===== src/rtl/fir_pkg.sv =====
// Shared types and helpers for the FIR tap sequencer and its ALU interface.
package fir_pkg;

  localparam int SAMPLE_W = 16;
  localparam int PROD_W   = 32;
  localparam int SAT_IN_W = 64;

  localparam logic [1:0] OP_ADD = 2'b00;
  localparam logic [1:0] OP_MUL = 2'b01;

  localparam logic signed [SAT_IN_W-1:0] SAT_MAX = 64'sh0000_0000_7FFF_FFFF;
  localparam logic signed [SAT_IN_W-1:0] SAT_MIN = -64'sh0000_0000_8000_0000;

  typedef enum logic [1:0] {IDLE, ISSUE, DRAIN, OUTPUT} state_t;

  // Clamp a sign-extended accumulator into the signed 32-bit output range.
  function automatic logic signed [PROD_W-1:0] sat32(input logic signed [SAT_IN_W-1:0] v);
    if (v > SAT_MAX)
      return 32'sh7FFF_FFFF;
    else if (v < SAT_MIN)
      return 32'sh8000_0000;
    else
      return v[PROD_W-1:0];
  endfunction

endpackage


===== src/rtl/fir_delay_line.sv =====
// Circular sample buffer and coefficient register file; tap_idx 0 reads the newest sample.
module fir_delay_line
  import fir_pkg::*;
#(
  parameter  int NTAPS = 8,
  localparam int IDX_W = $clog2(NTAPS)
) (
  input  logic                       clk,
  input  logic                       rst,
  input  logic                       smp_we,
  input  logic signed [SAMPLE_W-1:0] smp_wdata,
  input  logic                       coef_we,
  input  logic        [IDX_W-1:0]    coef_waddr,
  input  logic signed [SAMPLE_W-1:0] coef_wdata,
  input  logic        [IDX_W-1:0]    tap_idx,
  output logic signed [SAMPLE_W-1:0] tap_sample,
  output logic signed [SAMPLE_W-1:0] tap_coef
);

  logic signed [SAMPLE_W-1:0] smp_buf [NTAPS];
  logic signed [SAMPLE_W-1:0] coef_rf [NTAPS];
  logic        [IDX_W-1:0]    wr_ptr;
  logic        [IDX_W-1:0]    rd_addr;

  always_ff @(posedge clk or posedge rst) begin
    if (rst) begin
      wr_ptr <= '0;
      for (int k = 0; k < NTAPS; k++) smp_buf[k] <= '0;
    end else if (smp_we) begin
      smp_buf[wr_ptr] <= smp_wdata;
      wr_ptr          <= wr_ptr + IDX_W'(1);
    end
  end

  always_ff @(posedge clk or posedge rst) begin
    if (rst) begin
      for (int k = 0; k < NTAPS; k++) coef_rf[k] <= '0;
    end else if (coef_we) begin
      coef_rf[coef_waddr] <= coef_wdata;
    end
  end

  // wr_ptr already points past the newest sample; power-of-two depth makes the wrap free.
  assign rd_addr    = wr_ptr - IDX_W'(1) - tap_idx;
  assign tap_sample = smp_buf[rd_addr];
  assign tap_coef   = coef_rf[tap_idx];

endmodule


===== src/rtl/fir_tap_sequencer.sv =====
// Issues sample/coefficient pairs to the shared ALU, accumulates the products and
// emits one saturated 32-bit filter output per accepted input sample.
module fir_tap_sequencer
  import fir_pkg::*;
#(
  parameter  int NTAPS   = 8,
  parameter  int ALU_LAT = 2,
  parameter  int ACC_W   = 40,
  localparam int IDX_W   = $clog2(NTAPS)
) (
  input  logic                       clk,
  input  logic                       rst,
  input  logic                       in_valid,
  output logic                       in_ready,
  input  logic signed [SAMPLE_W-1:0] in_sample,
  input  logic                       coef_wr_en,
  input  logic        [IDX_W-1:0]    coef_wr_addr,
  input  logic signed [SAMPLE_W-1:0] coef_wr_data,
  output logic        [1:0]          alu_op_sel,
  output logic signed [SAMPLE_W-1:0] alu_a,
  output logic signed [SAMPLE_W-1:0] alu_b,
  input  logic signed [PROD_W-1:0]   alu_result,
  output logic                       out_valid,
  input  logic                       out_ready,
  output logic signed [PROD_W-1:0]   out_sample,
  output logic                       busy
);

  state_t                     state;
  logic        [IDX_W-1:0]    tap_idx;
  logic        [ALU_LAT-1:0]  vld_p;
  logic signed [ACC_W-1:0]    acc;
  logic                       accept;
  logic                       issuing;
  logic signed [SAMPLE_W-1:0] tap_sample;
  logic signed [SAMPLE_W-1:0] tap_coef;

  assign accept     = in_valid && in_ready;
  assign issuing    = (state == ISSUE);
  assign alu_op_sel = OP_MUL;
  assign alu_a      = issuing ? tap_sample : '0;
  assign alu_b      = issuing ? tap_coef   : '0;

  fir_delay_line #(.NTAPS(NTAPS)) u_delay_line (
    .clk        (clk),
    .rst        (rst),
    .smp_we     (accept),
    .smp_wdata  (in_sample),
    .coef_we    (coef_wr_en && (state == IDLE)),
    .coef_waddr (coef_wr_addr),
    .coef_wdata (coef_wr_data),
    .tap_idx    (tap_idx),
    .tap_sample (tap_sample),
    .tap_coef   (tap_coef)
  );

  // ALU latency stage: vld_p[ALU_LAT-1] marks the cycle a product is on alu_result
  always_ff @(posedge clk or posedge rst) begin
    if (rst) begin
      vld_p <= '0;
    end else begin
      vld_p[0] <= issuing;
      for (int k = 1; k < ALU_LAT; k++) vld_p[k] <= vld_p[k-1];
    end
  end

  // Accumulate stage
  always_ff @(posedge clk or posedge rst) begin
    if (rst)
      acc <= '0;
    else if (accept)
      acc <= '0;
    else if (vld_p[ALU_LAT-1])
      acc <= acc + ACC_W'(alu_result);
  end

  always_ff @(posedge clk or posedge rst) begin
    if (rst) begin
      state      <= IDLE;
      tap_idx    <= '0;
      out_valid  <= 1'b0;
      out_sample <= '0;
      busy       <= 1'b0;
      in_ready   <= 1'b1;
    end else begin
      case (state)
        IDLE: begin
          if (accept) begin
            state    <= ISSUE;
            tap_idx  <= '0;
            busy     <= 1'b1;
            in_ready <= 1'b0;
          end
        end
        ISSUE: begin
          if (tap_idx == IDX_W'(NTAPS - 1))
            state <= DRAIN;
          else
            tap_idx <= tap_idx + IDX_W'(1);
        end
        DRAIN: begin
          // An empty pipe means the last product has already been folded into acc.
          if (vld_p == '0) begin
            state      <= OUTPUT;
            out_valid  <= 1'b1;
            out_sample <= sat32(SAT_IN_W'(acc));
          end
        end
        OUTPUT: begin
          if (out_ready) begin
            state     <= IDLE;
            out_valid <= 1'b0;
            busy      <= 1'b0;
            in_ready  <= 1'b1;
          end
        end
        default: state <= IDLE;
      endcase
    end
  end

endmodule


===== config.mk =====
export PLATFORM = sky130hd
export DESIGN_NAME = fir_tap_sequencer
export DESIGN_NICKNAME = d
export VERILOG_FILES = /design/src/rtl/fir_pkg.sv /design/src/rtl/fir_delay_line.sv /design/src/rtl/fir_tap_sequencer.sv
export SDC_FILE = /design/constraint.sdc
export NUM_CORES = 1
export LEC_CHECK = 0
export BUFFER_PORTS_ARGS = -buffer_cell sky130_fd_sc_hd__buf_2
export CAP_MARGIN = 20
export CORE_MARGIN = 2
export CORE_UTILIZATION = 60
export CTS_CLUSTER_DIAMETER = 80
export DETAILED_ROUTE_END_ITERATION = 12
export PLACE_DENSITY = 0.9
export SYNTH_ARGS = -nofsm -noshare
export SYNTH_HDL_FRONTEND = slang
export SYNTH_SLANG_ARGS = --single-unit

===== constraint.sdc =====
create_clock -name clk -period 13.7 [get_ports clk]
set_input_delay 1.37 -clock clk [delete_from_list [all_inputs] [get_ports clk]]
set_output_delay 1.37 -clock clk [all_outputs]
set_load 0.05 [all_outputs]

==> run_results.csv <==
group,metric,value,unit
logic_synthesis,yosysMostFrequentCell,"dfrtp_1",
critical_path,startpoint_type,"flip-flop",
timing,timing.hold.ws,472,ps
global_routing,grt-ovfl-total,0,
die,initial_core_util,61.3,%
clocking,cts_resized,0,
timing,report.final.slew_viol_count,0,
pwr,fin_total_pwr,5.28,mW
detailed_routing,vias_per_cell,6.18,
critical_path,slowest_delay,640,ps
die,die_w,173,um
die,ios,141,
logic_synthesis,syn_nets,1469,
critical_path,worstPathArrival,3480,ps
global_routing,grt_use_total,27.3,%
critical_path,end_kind,"primary output",
logic_synthesis,async_flop_share,100,%
clocking,clock_path_buffers,3,
flow_run,drv_cap,0,
logic_synthesis,synth_area,17200,um^2
logic_synthesis,synth.area.top_cells,"dfrtp_1 50%, mux2_2 17%, mux4_2 8.4%, mux2i_1 3.4%, ha_1 3.4%",
die,fp.dieArea,30000,um^2
logic_synthesis,synthCells,1348,
logic_synthesis,synth_top_cells_by_count,"340 x dfrtp_1, 258 x mux2_2, 85 x nor2_1, 79 x a21oi_1, 75 x nand2_1",
cells_and_area,drive_above_1_share,37.9,%
critical_path,critical-path-slowest-cell,"dfrtp_2",
detailed_routing,drt_first_iter_violations,840,
detailed_routing,wl_per_cell,21.4,um
timing,timing.final.crit_share,35.4,%
cells_and_area,area_growth,14.6,%
pwr,peakVddDrop,165,uV
place,portBuffers,138,
timing,grt_setup_unrepaired,"false",
detailed_routing,drt-pass1-iter-count,5,
timing,setup_viol_count_final,0,
cells_and_area,fillCellCount,1813,
place,place_area,18300,um^2
logic_synthesis,synth_top_area_share,49.5,%
logic_synthesis,ys_seq_elements,341,
logic_synthesis,synth_cell_type_count,64,
clocking,clk_latency,530,ps
place,place_inst,1817,
status,status,"completed",
logic_synthesis,syn_area_per_cell,12.7,um^2
logic_synthesis,synth_flop_cell,"dfrtp_1",
global_routing,antenna_found_initial,4,
clocking,htreeDepth,2,
logic_synthesis,synth-seq-area-share,49.7,%
timing,tightest_slew,995,ps
logic_synthesis,synth_top_area_cell,"dfrtp_1",
clocking,cts_tree,"done",
timing,slew-limit-headroom,33.7,%
critical_path,cp_top_family,"buffers and inverters",
timing,finalHoldViolations,0,
cells_and_area,finalNonFillerCells,1892,
critical_path,critPathKind,"reg2out",
critical_path,cp_cell_sequence,"inv_1 > ha_2 > inv_1 > fa_1 > buf_4 > mux4_2 > mux2i_1 > nor2b_1 > buf_2",
detailed_routing,vias,11700,
clocking,cts_root_buffer,"clkbuf_16",
critical_path,crit_fanout,32,
timing,fmax,206,MHz
timing,tns,0,ps
logic_synthesis,synth_edf_count,0,
cells_and_area,final_nets,1603,
min_path,hold_class,"reg2reg",
global_routing,grt_max_degree,112,
clocking,cts_made_buffers,38,
place,place.detailed.hpwl,25000,um
pwr,p_leak,8.89,nW
critical_path,worstPathRequired,12330,ps
die,core,28000,um^2
clocking,post-cts-setup-buffer-count,0,
die,std_cell_rows,61,
detailed_routing,route.detailed.drc,0,
detailed_routing,drt_wl_total,40500,um
clocking,cts_hold_buf,0,
place,place_congestion,0.880,
clocking,clk_pin_slew,60,ps
detailed_routing,ant_nets,0,
timing,final.min_clock_period,4850,ps
critical_path,path_buf_inv,4,
clocking,cts.sinks,341,
die,die_y,173,um
timing,finClkSkew,18.1,ps
critical_path,path_common_cell,"inv_1",
pwr,p_per_area,268,nW/um^2
logic_synthesis,yosysWarningCount,0,
global_routing,grt_pass1_wl,65700,um
cells_and_area,fin_area,19700,um^2
global_routing,grt_pass1_vias,12400,
==> layer usage <==
layer / global-route usage [%] / part of all wire (%) / vias up
li1: - / - / 5198
met1: 36.1 / 41 / 6026
met5: 0 / 0.030 / -
met4: 12.1 / 3.7 / 2
met2: 45.4 / 50 / 359
met3: 4.19 / 4.9 / 102
==> through the flow <==
stage          setup slack, ps  util, %
2_1_floorplan             2880        -
3_3_place_gp              8860     65.3
3_5_place_dp              8740     65.3
4_1_cts                   8100     70.0
5_1_grt                   8720     70.3
6_report                  8850     70.3
==> final timing paths <==
path,startpoint,to,slack (ps),depth (start not counted)
worst max-delay path,tap_idx[0],alu_a[13],8850,9
worst min-delay path,vld_p[0],vld_p[1],470,0
worst max register to register,acc[2],acc[39],10620,10
worst min register to register,vld_p[0],vld_p[1],470,0
max in group asynchronous,rst,tap_idx[0],10510,5
min in group asynchronous,rst,u_delay_line.coef_rf[90],990,2
==> layout make-up <==
class	instances	area (um^2)	area share [%]
Sequential cell	341	8540	43.4
Multi-Input combinational cell	918	8340	42.3
Clock buffer	53	1090	5.53
Timing Repair Buffer	167	961	4.88
Tap cell	378	473	2.40
Clock inverter	16	220	1.12
Inverter	16	67.6	0.343
Antenna cell	3	7.51	0.0381
==> cells by family (layout without fill, tap and decap cells) <==
logic type      after synthesis  count (layout)  share of synthesized area (%)
mux                         381             381                           28.7
flops                       341             341                           49.7
simple gates                275             275                           7.73
compound gates              178             178                           6.46
buf+inv                      89             252                           2.01
fa+ha+maj                    49              49                           3.66
xor+xnor                     33              33                           1.68
other cells                   2               5                         0.0437
==> cells in the final DEF, fill, tap and decap left out, types with 6 or more instances in the layout <==
cell / instances
buf_4: 26
nand4_1: 11
a21o_1: 13
xnor2_1: 23
nor3_1: 7
mux4_2: 64
mux2_2: 258
nand2b_1: 8
nor2_1: 85
xor2_1: 9
clkinv_2: 7
buf_2: 138
nand3_1: 10
clkbuf_8: 6
nor2b_1: 37
inv_1: 15
nand3b_1: 6
ha_1: 46
mux2i_1: 59
nand2_1: 75
a21oi_1: 79
dfrtp_1: 337
o21ai_0: 36
nor3b_1: 7
clkbuf_16: 39
clkbuf_1: 8
==> registers in the layout, summed over array words and instances, names as in the netlist <==
name,flops
vld_p,2
out_sample,32
busy,1
acc,40
u_delay_line.wr_ptr,3
in_ready,1
u_delay_line.coef_rf,128
state,2
out_valid,1
u_delay_line.smp_buf,128
tap_idx,3
==> report_power, final <==
part / switching [mW] / internal, mW / total [mW] / leakage, nW
Sequential: 0.295 / 1.45 / 1.74 / 4.23
Clock: 0.418 / 0.652 / 1.07 / 0.642
Combinational: 1.32 / 1.15 / 2.47 / 4.02
Total: 2.04 / 3.24 / 5.28 / 8.89
Note: power is estimated with default switching activity, not from simulation.
